[config.mk]
export PLATFORM = sky130hd
export DESIGN_NAME = pi1_arb
export DESIGN_NICKNAME = d
export VERILOG_FILES = /design/src/rtl/pi1_arb.sv
export SDC_FILE = /design/constraint.sdc
export NUM_CORES = 1
export LEC_CHECK = 0
export BUFFER_PORTS_ARGS = -buffer_cell sky130_fd_sc_hd__buf_2
export CORE_ASPECT_RATIO = 1.2
export CORE_MARGIN = 2
export CORE_UTILIZATION = 28
export DETAILED_ROUTE_END_ITERATION = 8
export PLACE_DENSITY_LB_ADDON = 0.25
export REMOVE_ABC_BUFFERS = 1
export SYNTH_ARGS = -nofsm -noshare
export SYNTH_HDL_FRONTEND = slang
export SYNTH_SLANG_ARGS = --single-unit
[constraint.sdc]
create_clock -name clk_i -period 7.5 [get_ports clk_i]
set_input_delay 1.5 -clock clk_i [delete_from_list [all_inputs] [get_ports clk_i]]
set_output_delay 1.5 -clock clk_i [all_outputs]
set_load 0.05 [all_outputs]
[src/rtl/pi1_arb.sv]
// Round-robin arbiter sharing one PI1 slave port among MCNT PI1 masters, one op outstanding.
// Zero added latency; a completing master that loses re-arbitration is parked in a 1-entry hold buffer.
module pi1_arb #(
  parameter int ARCHBITSZ = 32,
  parameter int ADDRBITSZ = ARCHBITSZ - $clog2(ARCHBITSZ/8),
  parameter int MCNT      = 2
) (
  input  logic                          clk_i,
  input  logic                          rst_i,
  input  logic [2*MCNT-1:0]             m_op_i,
  input  logic [ADDRBITSZ*MCNT-1:0]     m_addr_i,
  input  logic [ARCHBITSZ*MCNT-1:0]     m_data_i,
  input  logic [(ARCHBITSZ/8)*MCNT-1:0] m_sel_i,
  output logic [ARCHBITSZ-1:0]          m_data_o,
  output logic [MCNT-1:0]               m_rdy_o,
  output logic [1:0]                    s_op_o,
  output logic [ADDRBITSZ-1:0]          s_addr_o,
  output logic [ARCHBITSZ-1:0]          s_data_o,
  input  logic [ARCHBITSZ-1:0]          s_data_i,
  output logic [ARCHBITSZ/8-1:0]        s_sel_o,
  input  logic                          s_rdy_i
);
  localparam int SELSZ     = ARCHBITSZ/8;
  localparam int CLOG2MCNT = (MCNT > 1) ? $clog2(MCNT) : 1;
  localparam logic [1:0] NOOP = 2'b00;

  typedef struct packed {
    logic [1:0]           op;
    logic [ADDRBITSZ-1:0] addr;
    logic [ARCHBITSZ-1:0] data;
    logic [SELSZ-1:0]     sel;
  } req_t;

  typedef enum logic {IDLE, WAIT} state_t;

  state_t               state;
  logic [CLOG2MCNT-1:0] grant, last, hold_m;
  logic [CLOG2MCNT-1:0] scan_m, win_m, cand;
  logic                 hold_v, scan_v, win_v, slot_free, fill;
  req_t                 hold, win_req, grant_req;
  req_t                 m_req [MCNT];

  always_comb begin
    for (int i = 0; i < MCNT; i++) begin
      m_req[i].op   = m_op_i[2*i +: 2];
      m_req[i].addr = m_addr_i[ADDRBITSZ*i +: ADDRBITSZ];
      m_req[i].data = m_data_i[ARCHBITSZ*i +: ARCHBITSZ];
      m_req[i].sel  = m_sel_i[SELSZ*i +: SELSZ];
    end
  end

  // Scan from farthest to nearest so the master right after 'last' overrides the others.
  always_comb begin
    scan_v = 1'b0;
    scan_m = '0;
    cand   = '0;
    for (int k = MCNT; k >= 1; k--) begin
      cand = CLOG2MCNT'((int'(last) + k) % MCNT);
      if (m_req[cand].op != NOOP) begin
        scan_v = 1'b1;
        scan_m = cand;
      end
    end
  end

  // A parked op always wins; the parked master's live inputs are not considered.
  assign win_v     = hold_v | scan_v;
  assign win_m     = hold_v ? hold_m : scan_m;
  assign win_req   = hold_v ? hold : m_req[scan_m];
  assign grant_req = m_req[grant];
  assign slot_free = (state == IDLE) | s_rdy_i;
  assign fill      = (state == WAIT) & s_rdy_i & (grant_req.op != NOOP) & (!win_v | (grant != win_m));

  assign s_op_o   = (!rst_i && slot_free && win_v) ? win_req.op : NOOP;
  assign s_addr_o = win_req.addr;
  assign s_data_o = win_req.data;
  assign s_sel_o  = win_req.sel;
  assign m_data_o = s_data_i;

  always_comb begin
    m_rdy_o = '0;
    if (!rst_i) begin
      if (state == IDLE) begin
        if (win_v) m_rdy_o[win_m] = s_rdy_i;
      end else if (s_rdy_i) begin
        m_rdy_o[grant] = 1'b1;
        if (scan_v && !hold_v) m_rdy_o[win_m] = 1'b1;
      end
    end
  end

  always_ff @(posedge clk_i or posedge rst_i) begin
    if (rst_i) begin
      state  <= IDLE;
      grant  <= '0;
      last   <= CLOG2MCNT'(MCNT - 1);
      hold_v <= 1'b0;
      hold_m <= '0;
      hold   <= '0;
    end else if (s_rdy_i) begin
      if (win_v) begin
        state <= WAIT;
        grant <= win_m;
        last  <= win_m;
      end else begin
        state <= IDLE;
      end
      // Refill wins over consume: the old contents are leaving for the slave this cycle.
      if (fill) begin
        hold_v <= 1'b1;
        hold_m <= grant;
        hold   <= grant_req;
      end else if (hold_v) begin
        hold_v <= 1'b0;
      end
    end
  end
endmodule
; ---- Word-level counts from Yosys, hierarchy flattened
; Cells that the tools add are included.
[word_totals]
register_bits = 73
input_bits = 171
word_cells = 76
[op_classes]
add_sub_neg = 2
order_cmp = 8
eq_ne = 1
muxes = 30
n_bitwise = 13
reduce_logical = 13
[op_table]
columns = operator, n
row1 = two-way mux 68 bit, 13
row2 = two-way mux 2 bit, 6
row3 = two-way mux 1 bit, 9
row4 = ">= comparator 2 bit, second input constant", 4
row5 = inverter 1 -> 2 bit, 4
row6 = nonzero test 2 bit, 3
row7 = logical AND 1 bit, 5
row8 = "less-than comparator 1 x 2 -> 1 bit, second input constant", 2
row9 = AND reduction 2 bit, 2
row10 = bitwise AND 1 bit, 3
row11 = zero test 1 bit, 3
row12 = OR 1 bit, 3
row13 = "adder 1 bit, second input constant", 2
row14 = bitwise AND 2 bit, 1
row15 = demux 1 bit (select 1 bit), 2
row16 = ">= comparator 1 bit, second input constant", 2
row17 = OR 2 bit, 1
row18 = inequality test 1 bit, 1
row19 = inverter 1 bit, 1

; ---- Longest topological paths before layout
; Gate-level depths: netlist of the first run.
[logic_depth]
ltp_word = 18
mapped_depth = 9
depth_no_buf = 7

; ---- Worst setup path before layout of the first run
; Ideal clock, no wire load.
[synth_timing]
path_kind = input-to-output
startpoint = in rst_i
endpoint = out s_op_o[1]
arrival_ns = 3.802
setup_slack_ns = 2.198
stages = 3
cell_sequence = inv_1 -> o211a_1 -> o211a_1
[synth_between]
elab_chain_cells = 4
[synth_rtl]
columns = element, line
row1 = start: declaration, 9  ; input logic rst_i,
row2 = zero test 1 bit (no source line), --
row3 = logical AND 1 bit (2 in series), 74  ; assign s_op_o = (!rst_i && slot_free && win_v) ? win_req.op : NOOP;
row4 = two-way mux 2 bit, 74
row5 = end: declaration, 16  ; output logic [1:0] s_op_o,
; No other way between the ends.

; ---- Worst setup path in the final report of the first run
[layout_timing]
startpoint = in m_op_i[2]
endpoint = out s_data_o[12]
[layout_between]
elab_chain_cells = 11
elab_cells_between_ends = 15
[layout_rtl]
columns = element, line
row1 = start: declaration, 10  ; input logic [2*MCNT-1:0] m_op_i,
row2 = two-way mux 68 bit (not written as such) (3 in series), 59  ; if (m_req[cand].op != NOOP) begin
row3 = nonzero test 2 bit, 59
row4 = two-way mux 1 bit, 59
row5 = two-way mux 1 bit *, 59
row6 = inverter 1 -> 2 bit (not written as such) *, 69  ; assign win_req = hold_v ? hold : m_req[scan_m];
row7 = two-way mux 68 bit (not written as such) * (3 in series), 69
row8 = two-way mux 68 bit *, 69
row9 = end: declaration, 18  ; output logic [ARCHBITSZ-1:0] s_data_o,
; Every way passes the cells marked *; elsewhere a longest branch is shown, timed or not. The select of a mux whose other input is x is not followed.

==> run summary, run 1 <==
The total overflow left after global routing is 0. The per-cell via count in the routed design is approximately 4.8. The data arrival at the endpoint of the critical path came out at approximately 3.7 ns.

The die outline height is between 150 and 200 um. The largest driver fanout on the critical path came out at 39. The required time reported for the critical path endpoint is around 6.0 ns.

The tree is rooted in a sky130_fd_sc_hd__clkbuf_16. The share of layout cells above drive strength 1 is between 30% and 40%. The number of global-route vias before repair is 4448. The post-route standard cell area excluding fillers came out at about 6300 sq um.

The detail route stage leaves a number of antenna-violating nets equal to 0. The number of setup buffers added after CTS came out at 0. The origin of the worst min-delay path is last. The total standard cell area after synthesis came out at ~5100 sq um. The global-route wire length before repair is roughly 22000 um. Wires add up to about 14000 um. The power density normalized to cell area came out at a little under 500 nW/um^2. The worst setup path is launched from a primary input.

The initial antenna violation count came out at 0. The number of enable flip-flop cells after synthesis came out at 0. The maximum achievable frequency is 0.1914 GHz.

The share of flip-flops with an asynchronous set or reset came out at 100.0%. Setup violations remaining at the end of the flow were counted as 0. The number of antenna diodes in the final layout is 0. In the routed design, unresolved DRC markers number 0.

VDD sags by at most 0.0001838 V. The clock passes through at most 2 buffers. After the first detailed-routing iteration, the DRC count stood at approximately 190.

The die span in x is 126.7 um. The mean area per synthesized cell came out at roughly 8.5 sq um. The end of the worst register-to-register path is hold_m. The final standard cell utilization of the core is 35.49%.

The sequential-to-total area share from yosys stat came out at between 30% and 40%. The number of warnings printed during yosys synthesis came out at 0. The post-layout minimum cycle time came out at 5.224 ns. The number of nets in the finished design is between 900 and 1000.

The worst slew slack as a fraction of its limit is 17.81%. The CTS sink count is 73. The initial cell density of the core came out at around 29%. The final cycle utilization of the critical path is around 70%. The final weighted congestion in routability-driven placement is around 0.75. The first-pass iteration count of the detailed router came out at 6. TritonCTS built the clock tree. Measured in cells, the most critical reg-to-reg path has a length of 6. The layout-stage area growth over the synthesis result came out at 23.74%.

The final-layout fill cell count is 1880. The setup slack of the most critical reg-to-reg path came out at between 4 and 5 ns. In the synthesized netlist the dominant register cell turns out to be sky130_fd_sc_hd__dfrtp_1. The flow ran to the end, and the final reports show no timing, DRC or antenna violations. The via count of the routed design is around 4600. The minimum setup slack in the final design is around 2.3 ns.

For the pin with the worst max-slew slack, the measured transition is 1.228 ns. Hold repair after CTS inserted 0 buffers. Entering global routing, the biggest net connects 99 pins.

The worst hold slack across all endpoints came out at ~0.5 ns. The die covers 19160 sq um. Setup repair after global routing left no endpoint under its margin. The count of unique library cells instantiated by Yosys came out at 30.

The clock buffer count from CTS is 9. The setup slack at placement came out at 2.198 ns. Max-cap violations in this run came to 0.

The maximum level of the CTS H-tree came out at 3. The quantity of I/O buffers inserted on ports came out at around 210. The class of the worst hold path is flip-flop to flip-flop. For this run, the total global-route usage over all layers was measured as 14.69%. In this run the standard cell core region covers approximately 18000 sq um. For this design the top-level I/O count stands at between 200 and 300. The worst setup skew after layout is between 0.004 and 0.005 ns.

The count of final hold-check violations is 0. The clock latency on the worst-skew pair came out at roughly 0.33 ns. The routed length per instance is 14.69 um. Row generation in the floorplan step produced 53 rows. The worst hold path terminates at last. The count of pins over their slew limit is 0. The number of stages on the worst hold path came out at 2. The setup path with the least slack is of type primary input to output pin. The total power consumption of the routed design came out at ~3 mW. The detailed placer's ending HPWL is roughly 10000 um. After clock tree synthesis, the clock-pin slew on the worst setup and hold paths is approximately 0.050 ns. The startpoint identified for the worst register-to-register timing path is grant. The kind of end point of the critical path is an output pin.

Once placement finished, the instance area stood at between 6000 and 7000 sq um. The count of instances resized after the clock tree is built is 0. The post-synthesis register bit count is 73. The synthesized instance count came out at around 590.

The leakage power figure is roughly 3.2 nW.
[power breakdown]
part           switching (mW)  total (mW)  leakage (nW)  internal (mW)
Sequential              0.173       0.765         0.804          0.592
Combinational            1.32        1.88          2.25          0.554
Clock                   0.155       0.373         0.124          0.218
Total                    1.65        3.02          3.18           1.36
[synthesized netlist by cell type, types with 2 or more instances]
cell | count | area [sq um]
sky130_fd_sc_hd__mux2i_1 | 134 | 1341
sky130_fd_sc_hd__a21oi_1 | 72 | 360.4
sky130_fd_sc_hd__dfrtp_1 | 72 | 1802
sky130_fd_sc_hd__nor2_1 | 71 | 266.5
sky130_fd_sc_hd__nand2_1 | 70 | 262.8
sky130_fd_sc_hd__o21ai_1 | 67 | 335.3
sky130_fd_sc_hd__buf_4 | 37 | 277.8
sky130_fd_sc_hd__buf_2 | 19 | 95.09
sky130_fd_sc_hd__clkbuf_1 | 14 | 52.55
sky130_fd_sc_hd__buf_1 | 7 | 26.28
sky130_fd_sc_hd__inv_1 | 4 | 15.01
sky130_fd_sc_hd__nand3_1 | 3 | 15.01
sky130_fd_sc_hd__o211a_1 | 3 | 30.03
sky130_fd_sc_hd__o21ai_0 | 2 | 10.01
sky130_fd_sc_hd__o21ai_2 | 2 | 17.52
[worst max path at each step]
stage                   start            to  slack [ns]  cells past startpoint
global placement    m_op_i[2]  s_data_o[12]        2.22                      6
floorplan           m_op_i[2]   s_addr_o[0]       -0.86                      3
detailed placement  m_op_i[2]  s_data_o[12]        2.20                      6
CTS                 m_op_i[2]  s_data_o[12]        2.21                      6
global route        m_op_i[2]  s_data_o[12]        2.18                      6
finish              m_op_i[2]  s_data_o[12]        2.28                      6
[worst max-delay path, cell delays in order]
cell and delay (ns):
sky130_fd_sc_hd__buf_2 0.15, sky130_fd_sc_hd__o21ai_4 0.95, sky130_fd_sc_hd__buf_12 0.37, sky130_fd_sc_hd__mux2i_1 0.12, sky130_fd_sc_hd__o21ai_1 0.28, sky130_fd_sc_hd__buf_2 0.34
[per-layer routing]
layer	share of wire [%]	up-vias	track usage, %
met1	46	2074	19.45
met3	9.4	16	6.217
met5	0.65	-	3.476
met4	1.1	4	4.341
met2	43	193	21.51
li1	-	2329	-
[registers in the layout (all words and copies together) (netlist names)]
register,count
hold_m,1
state,1
grant,1
last,1
hold,68
hold_v,1
[layout by cell type (no fill, tap or decap), types with 4 or more instances in the layout]
| cell type | count |
|---|---|
| sky130_fd_sc_hd__nor2_1 | 71 |
| sky130_fd_sc_hd__mux2i_1 | 134 |
| sky130_fd_sc_hd__dfrtp_1 | 70 |
| sky130_fd_sc_hd__clkbuf_16 | 9 |
| sky130_fd_sc_hd__a21oi_1 | 72 |
| sky130_fd_sc_hd__clkinv_2 | 4 |
| sky130_fd_sc_hd__nand2_1 | 70 |
| sky130_fd_sc_hd__o21ai_1 | 66 |
| sky130_fd_sc_hd__buf_2 | 208 |
| sky130_fd_sc_hd__buf_4 | 5 |
[cell type report]
cell class              count  area, sq um  area share [%]
flip-flops and latches     73         1836           29.32
clock inverters             4        22.52          0.3598
inverters                   4        16.27          0.2598
repair buffers            214         1099           17.55
clock buffers              10        229.0           3.658
well taps                 220        275.3           4.397
multi-input cells         438         2783           44.45
[metrics by stage]
step	TNS [ns]	instances
detailed placement	0	949
global placement	0	949
finish	0	963
global route	0	963
floorplan	-67.64	515
CTS	0	963
[logic make-up (layout without fill, tap and decap cells)]
kind of cell / Yosys count / in the layout / synth area share (%)
simple gates: 149 / 149 / 11.48
fa+ha+maj: 1 / 1 / 0.2473
flops: 73 / 73 / 36.14
mux: 135 / 135 / 26.74
buf+inv: 81 / 232 / 9.226
compound gates: 153 / 153 / 16.18
Power figures use the tool's default switching activity.
==> run 2, diff against run 1 <==
- ABC_AREA: unset -> 1
- clock period: 7.5 -> 4.5 ns (I/O delays scaled with it)
==> run 2 against run 1 <==
  * Global-route usage grew 0.85 points
  * Sequential power grew 61%
  * Clock skew grew 0.0019 ns
  * Final cell count grew 9.6%
  * Clock power grew 110%
==> run summary, run 2 <==
Across every metal layer, demand over resource in global routing totals between 10% and 20%. For the pin with the worst max-slew slack, the measured transition is roughly 0.96 ns. Ranked by total cell area, the synthesized netlist is headed by sky130_fd_sc_hd__dfrtp_1 36%, sky130_fd_sc_hd__nand2_1 22%, sky130_fd_sc_hd__mux2i_1 13%, sky130_fd_sc_hd__nand3_1 7.3%, sky130_fd_sc_hd__buf_4 6.5%. The number of global-route vias before repair is between 4000 and 5000. The switching share of power came out at between 50 and 60%. The TritonCTS clock tree is done. Yosys printed 0 warnings. The setup TNS came out at 0 ns.

The final setup violation count is 0. More flip-flops sit in one register than any other, and that register is hold. Along the worst path, the maximum fanout reaches 34. The detailed placer's ending HPWL is 10640 um. The initial utilization of the core area, before any placement, comes to 28.43%. The worst setup path is captured at an output pin. The floorplan step set the die width to approximately 130 um.

The count of pins over their slew limit is 0. In the routed design, unresolved DRC markers number 0. The type of origin of the critical path is a primary input. The share of layout cells above drive strength 1 is about 29%. The total power consumption of the routed design came out at 4.843 mW. The clock-pin slew on the worst setup and hold paths is 0.06 ns. The layout-stage area growth over the synthesis result is 24.96%.

For this design the total switching power over the nets is around 2.6 mW. The sequential standard cell area came out at 1833 sq um. The top cell types in the final layout, fill and taps aside, are 289 x sky130_fd_sc_hd__nand2_1, 208 x sky130_fd_sc_hd__buf_2, 72 x sky130_fd_sc_hd__nand3_1, 70 x sky130_fd_sc_hd__dfrtp_1, 66 x sky130_fd_sc_hd__mux2i_1. The detailed router placed about 5000 vias in this run. The count of unique library cells instantiated by Yosys came out at 24. Fill cells in the final layout number approximately 1900.

The number of violations of the max-capacitance limit is 0. The number of hold-repair buffers added at the cts stage came out at 0. The first-pass iteration count of the detailed router is 4. The number of standard cells in the final layout excluding fillers is between 1000 and 1500.

The total standard cell area after synthesis came out at between 4000 and 5000 sq um. The tree built by TritonCTS fans out to between 70 and 80 sinks. The delay contributed by the slowest stage of the critical path came out at 0.34 ns.

The longest clock path from root to sink contains 2 buffers. The final critical path takes up around 74% of the cycle. Data on the critical path arrives at its endpoint at about 2.4 ns. Yosys mapped a number of flops with a built-in enable equal to 0. The number of nets in the finished design is roughly 1000. The sequential-to-total area share from yosys stat is ~37%. The area of the multi-input gates came out at 2595 sq um.

Post-CTS repair changed the size of 0 cells. The maximum ir drop on the vdd rail came out at between 0.0002 and 0.0003 V. In this run the worst hold path is classified as flip-flop to flip-flop. The worst hold slack across all endpoints came out at about 0.48 ns.

The mean area per synthesized cell came out at about 7.3 sq um. The detail route stage leaves a number of antenna-violating nets equal to 0. The relative contribution of sequential cells to total power is between 20 and 30%.

The top-area cell type share of the netlist area came out at a little over a third. Dividing the detail-routed wire length by the instance count gives roughly 14 um. After synthesis, the share of flip-flops with an asynchronous set or reset is 100.0%. The worst slew slack as a fraction of its limit is roughly 36%. The clock buffer count from CTS came out at 9. Once the clock tree was built, the setup fixing pass inserted 0 buffers.

Setup repair after global routing left no endpoint under its margin. The most common library cell in the layout ignoring fill and taps is sky130_fd_sc_hd__nand2_1. The required time reported for the critical path endpoint came out at 3.60 ns.

The number of placed cells counting well taps is 1039. The die outline height is 149.8 um. The run finished with clean final reports.

The internal power summed over all cells came out at between 2 and 2.5 mW. The synthesized design contains 73 register bits. For this design, the slowest cell found on the critical path is sky130_fd_sc_hd__buf_4. The number of inserted diodes is 0.

The maximum level of the CTS H-tree came out at 3. The power density normalized to cell area is just under 800 nW/um^2. Routability-driven placement finished with a final weighted congestion of about 0.75. Traced cell by cell, the critical path runs through buf_2 > o21ai_2 > nand3_1 > inv_2 > buf_4 > nand2_1 > nand3_1 > buf_2. The quantity of I/O buffers inserted on ports is approximately 210. The maximum achievable frequency is 0.2998 GHz. The first global-routing pass estimated about 24000 um of wire. The most used flip-flop cell after synthesis is sky130_fd_sc_hd__dfrtp_1. The portion of total power attributed to the clock network is between 10% and 20%. Synthesis produced a netlist whose cell count is 680. The root buffer cell chosen for the clock tree is sky130_fd_sc_hd__clkbuf_16. For this block, the routed nets add up to 14730 um of wire. In the post-synthesis netlist, the cell with the most instances is sky130_fd_sc_hd__nand2_1. The die area came out at approximately 19000 sq um.

The count of final hold-check violations is 0. The proportion of power drawn by combinational gates is roughly 58%. The leakage power figure came out at approximately 3.4 nW. The cell row count came out at 53.

The initial antenna violation count came out at 0. The clock latency on the worst-skew pair came out at 0.34 ns. Entering global routing, the biggest net connects 74 pins. The number of primary I/O pins came out at 273. The remaining global-route overflow is 0. The number of flip-flops in the largest register came out at just under 70. Between clock sinks in the finished design, the worst skew comes to roughly 0.0067 ns.

The floorplan step defined a core boundary enclosing 17440 sq um. After detailed routing, the number of vias per cell comes to around 4.7. The post-layout minimum cycle time is 3.336 ns. The largest total area in the synthesized netlist belongs to sky130_fd_sc_hd__dfrtp_1. In the synthesized netlist, the cells that appear most often are 289 x sky130_fd_sc_hd__nand2_1, 72 x sky130_fd_sc_hd__dfrtp_1, 72 x sky130_fd_sc_hd__nand3_1. After the first detailed-routing iteration, the DRC count stood at 233.

The critical setup path kind is primary input to output pin.
## run 2: changes by cell type in the layout (fill, tap and decap cells not counted), moves of 2 or more
cell                        change
sky130_fd_sc_hd__a21oi_1       -68
sky130_fd_sc_hd__buf_4          +2
sky130_fd_sc_hd__bufinv_16      +2
sky130_fd_sc_hd__clkbuf_8       +2
sky130_fd_sc_hd__inv_1          +6
sky130_fd_sc_hd__mux2i_1       -68
sky130_fd_sc_hd__nand2_1      +219
sky130_fd_sc_hd__nand3_1       +69
sky130_fd_sc_hd__nand4_1        +2
sky130_fd_sc_hd__nor2_1        -65
sky130_fd_sc_hd__o211a_1        -3
sky130_fd_sc_hd__o21ai_0       +14
sky130_fd_sc_hd__o21ai_1       -10
## run 2: path summary, 6_finish.rpt
check,startpoint,end,slack [ns],cells after the start
max in group asynchronous,rst_i,grant,2.95,3
hold reg to reg,hold[36],hold[36],0.48,2
setup / recovery,m_op_i[0],s_data_o[21],1.16,8
hold / removal,hold[36],hold[36],0.48,2
setup reg to reg,hold_v,hold[56],1.68,10
min in group asynchronous,rst_i,hold[5],0.83,3
## run 2: kinds of logic after synthesis
group           Yosys count  synth area share [%]
buf+inv                  89                 11.05
mux                      66                 13.32
compound gates           79                 8.201
simple gates            372                 30.31
flops                    73                 36.87
fa+ha+maj                 1                0.2523
## run 2: layer usage
metal  share of wire (%)  wire length [um]  vias up  GRT usage [%]
met4                 1.6               233        2          5.833
met1                  43              6393     2268          19.50
met5                0.32                47        -          4.011
li1                    -                 -     2494              -
met2                  46              6814      196          24.59
met3                 8.4              1241       14          4.970
## run 2: power groups by stage
| stage | sequential [mW] | combinational [mW] | clock (mW) |
|---|---|---|---|
| floorplan | 1.23 | 2.17 | 0 |
| global placement | 1.23 | 2.84 | 0 |
| detailed placement | 1.24 | 2.85 | 0 |
| CTS | 1.23 | 2.86 | 0.825 |
| global route | 1.28 | 3.09 | 0.843 |
| finish | 1.23 | 2.82 | 0.795 |
## run 2: through the flow
stage | setup slack (ns) | cell area, sq um | util [%]
6_report | 1.164 | 6196 | 35.53
5_1_grt | 0.9503 | 6196 | 35.53
3_5_place_dp | 1.182 | 5866 | 33.63
2_1_floorplan | 0.05788 | 4458 | -
3_3_place_gp | 1.216 | 5866 | 33.63
4_1_cts | 1.118 | 6196 | 35.53
## run 2: layout make-up
cell class	instances	share of cell area (%)
Sequential cell	73	29.58
Clock buffer	11	4.079
Inverter	12	0.7876
Tap cell	220	4.443
Timing Repair Buffer	216	17.97
Multi-Input combinational cell	518	41.88
Clock inverter	5	1.252
## run 2: critical path, delay by kind of cell
kind / cells / cell delay [ns]
buffers and inverters: 4 / 0.83
AO/OA/AOI/OAI: 1 / 0.26
AND/OR/NAND/NOR: 3 / 0.41
==> run 3, diff against run 2 <==
- ABC_AREA: 1 -> 0
- clock period: 4.5 -> 2.8 ns (I/O delays scaled with it)
==> run 3 against run 2 <==
  * Utilization increased by 0.93 points
  * Final cell count down 8.0%
  * Combinational power rose by 91%
  * Global-route usage down 0.25 points
  * First-iteration DRC count shrank 40%
  * Hold slack improved by 0.023 ns
  * Non-clock buffer count is 4 higher
  * Via count fell by 6.0%
  * Critical path depth fell by 2
  * Largest power group unchanged
==> run summary, run 3 (synthesized netlist as in run 1, its figures left out) <==
The run finished with clean final reports. The largest driver fanout on the critical path is 5. The number of inserted diodes is 0. The count of nets left with antenna violations after detail routing is 0.

Traced cell by cell, the critical path runs through o21ai_2 > a22o_1 > ha_1 > a311o_1 > a21oi_2 > buf_2. The final setup violation count is 0. The worst setup path is of the flip-flop to output pin kind. The per-cell via count in the routed design came out at between 4 and 5. Setup repair after global routing left no endpoint under its margin. Leaving out fill and tap cells, the most frequent cell in the layout is sky130_fd_sc_hd__buf_2. Summing all flip-flop and latch instances after layout gives between 1500 and 2000 sq um. The tree built by TritonCTS fans out to 73 sinks. After clock tree synthesis, the clock-pin slew on the worst setup and hold paths is 0.06 ns. CTS placed an instance of sky130_fd_sc_hd__clkbuf_16 at the clock tree root. The internal power summed over all cells is between 3 and 4 mW. The number of standard cells in the final layout excluding fillers is between 900 and 1000. The global-route wire length before repair came out at approximately 23000 um. The DRC violation total after the first TritonRoute iteration came out at 140. The number of global-route vias before repair is between 4000 and 5000. The routed length per instance is about 15 um. The delay contributed by the slowest stage of the critical path is between 0.5 and 0.6 ns. The portion of total power attributed to the clock network came out at 13.7%. The leakage power figure is ~3.3 nW. The proportion of power drawn by combinational gates came out at 64.0%. In this run, placement finished with an instance count of about 950. Summed over all layers, the global routing overflow is 0. The number of flip-flops in the largest register came out at a little under 70. The worst hold slack across all endpoints is between 0.5 and 0.6 ns.

Routability-driven placement finished with a final weighted congestion of 0.7579. After legalization and detailed placement, the total HPWL measured about 10000 um. The number of violations of the max-capacitance limit came out at 0. The floorplan step defined a die boundary enclosing 19160 sq um. The post-layout minimum cycle time is roughly 2.7 ns. The area of the multi-input gates is roughly 2800 sq um. Pin placement for this block handled approximately 270 I/O pins. The power density normalized to cell area is roughly 1300 nW/um^2. The TritonCTS clock tree is done. Buffers placed on the I/O ports in this run total roughly 210. The maximum level of the CTS H-tree came out at 3. The via count of the routed design came out at 4676. The cell family contributing the most delay on the critical path is compound AO/OA/AOI/OAI gates. The count of pins over their slew limit came to 0. The die is 126.7 um wide. The count of final hold-check violations is 0. The initial utilization of the core area, before any placement, comes to 28.68%. Of the total power, the share spent switching nets is between 50 and 60%. The type of origin of the critical path is a flip-flop. The relative contribution of sequential cells to total power came out at 22.3%.

The pin count of the biggest net entering global routing came out at 74. The share of layout cells above drive strength 1 is approximately 33%. The final-layout fill cell count came out at approximately 1900. Data on the critical path arrives at its endpoint at 2.14 ns. The worst setup path is captured at an output pin. The maximum achievable frequency is 0.3706 GHz. The worst setup skew after layout is about 0.0080 ns. The cell row count is 53. Together, buffers and inverters on the worst path number 1. The die is ~150 um tall. The post-detailed-routing wire length came out at between 10000 and 15000 um. The clock latency on the worst-skew pair is between 0.3 and 0.4 ns.

The initial antenna violation count came to 0. The register with the most flip-flops in the final layout is hold. The slew at the pin closest to its max-slew limit came out at roughly 0.95 ns. The core footprint is between 15000 and 20000 sq um. The worst path uses between 90% and 100% of the clock period. At the end of the flow, the number of nets in the layout was a little over 900. For this run, the total global-route usage over all layers was measured as 15.28%. Compared with the post-synthesis result, the final layout area differs by 27.11%. The number of remaining DRC errors came out at 0.

IR analysis of the VDD net gives a maximum drop of approximately 0.00051 V. No sink is reached through more buffers than the 2 on the longest clock path. The first-pass iteration count of the detailed router is 4.

The net switching component of the power came out at about 4.5 mW. The required time reported for the critical path endpoint came out at approximately 2.2 ns. The library cells used most frequently in the layout, excluding fill and tap cells, are 207 x sky130_fd_sc_hd__buf_2, 134 x sky130_fd_sc_hd__mux2i_1, 72 x sky130_fd_sc_hd__a21oi_1, 71 x sky130_fd_sc_hd__nor2_1. The clock buffer count from CTS came out at 9.

The number of setup buffers added after CTS came out at 0. The worst slew slack as a fraction of its limit is between 30% and 40%. The tightest min-delay check is of the primary input to flip-flop type. The highest-delay cell along the critical path is sky130_fd_sc_hd__dfstp_2.
==> run 3: changes by cell type in the layout (fill, tap and decap cells not counted), sizes merged, moves of 2 or more <==
| cell | delta |
|---|---|
| o211a | +3 |
| buf | +2 |
| nand2 | -220 |
| mux2i | +68 |
| nor2 | +64 |
| nand4 | -2 |
| o21ai | -2 |
| a21oi | +67 |
| inv | -7 |
| nand3 | -70 |
==> run 3: path summary, 6_finish.rpt <==
kind	startpoint	end	slack, ns	cells past startpoint
setup reg to reg	last	hold[52]	0.52	8
min in group asynchronous	rst_i	grant	0.57	3
setup / recovery	last	m_rdy_o[0]	0.10	6
hold reg to reg	last	last	0.52	2
hold / removal	s_rdy_i	hold_v	0.51	2
max in group asynchronous	rst_i	hold_v	1.55	3
==> run 3: what timing repair did <==
action	in CTS	in global routing
setup endpoints to repair	1	2
gates cloned	1	0
resized for setup	1	3
hold buffers	0	0
hold endpoints to repair	0	0
==> run 3: through the flow <==
| step | utilization (%) | setup WS, ns | TNS [ns] | power (mW) | cell area, sq um |
|---|---|---|---|---|---|
| 2_1_floorplan | - | -4.967 | -588.27 | 6.199 | 4607 |
| 3_3_place_gp | 34.49 | 0.04221 | 0 | 7.216 | 6083 |
| 3_5_place_dp | 34.49 | 0.03342 | 0 | 7.249 | 6083 |
| 4_1_cts | 36.40 | 0.01826 | 0 | 8.508 | 6420 |
| 5_1_grt | 36.45 | 0.01885 | 0 | 9.021 | 6430 |
| 6_report | 36.45 | 0.1019 | 0 | 8.396 | 6430 |
==> run 3: power by group through the flow <==
stage          logic [mW]  registers (mW)  clock network [mW]
3_5_place_dp         5.38            1.87                   0
3_3_place_gp         5.35            1.87                   0
6_report             5.38            1.87                1.15
4_1_cts              5.43            1.87                1.21
2_1_floorplan        4.08            2.12                   0
5_1_grt              5.83            1.93                1.26
==> run 3: layout make-up <==
| type | count | share of cell area, % |
|---|---|---|
| well taps | 220 | 4.281 |
| clock buffers | 10 | 3.561 |
| clock inverters | 6 | 1.051 |
| inverters | 4 | 0.2530 |
| repair buffers | 220 | 18.97 |
| multi-input cells | 438 | 43.34 |
| flip-flops and latches | 73 | 28.55 |
==> run 3: worst reg2reg max path, stage by stage, from the launching register on <==
cell and delay (ns):
sky130_fd_sc_hd__dfstp_2 0.57, sky130_fd_sc_hd__o21ai_2 0.11, sky130_fd_sc_hd__a22o_1 0.23, sky130_fd_sc_hd__ha_1 0.28, sky130_fd_sc_hd__nand3_1 0.12, sky130_fd_sc_hd__a211oi_4 0.41
sky130_fd_sc_hd__buf_12 0.26, sky130_fd_sc_hd__nor2_1 0.10, sky130_fd_sc_hd__a21oi_1 0.13
==> run 3: layer usage <==
metal	GRT usage [%]	up-vias	wire length (um)
met5	3.476	-	92
met4	3.297	4	107
met3	6.288	10	1303
met2	22.86	184	6389
met1	20.48	2144	6841
li1	-	2334	-
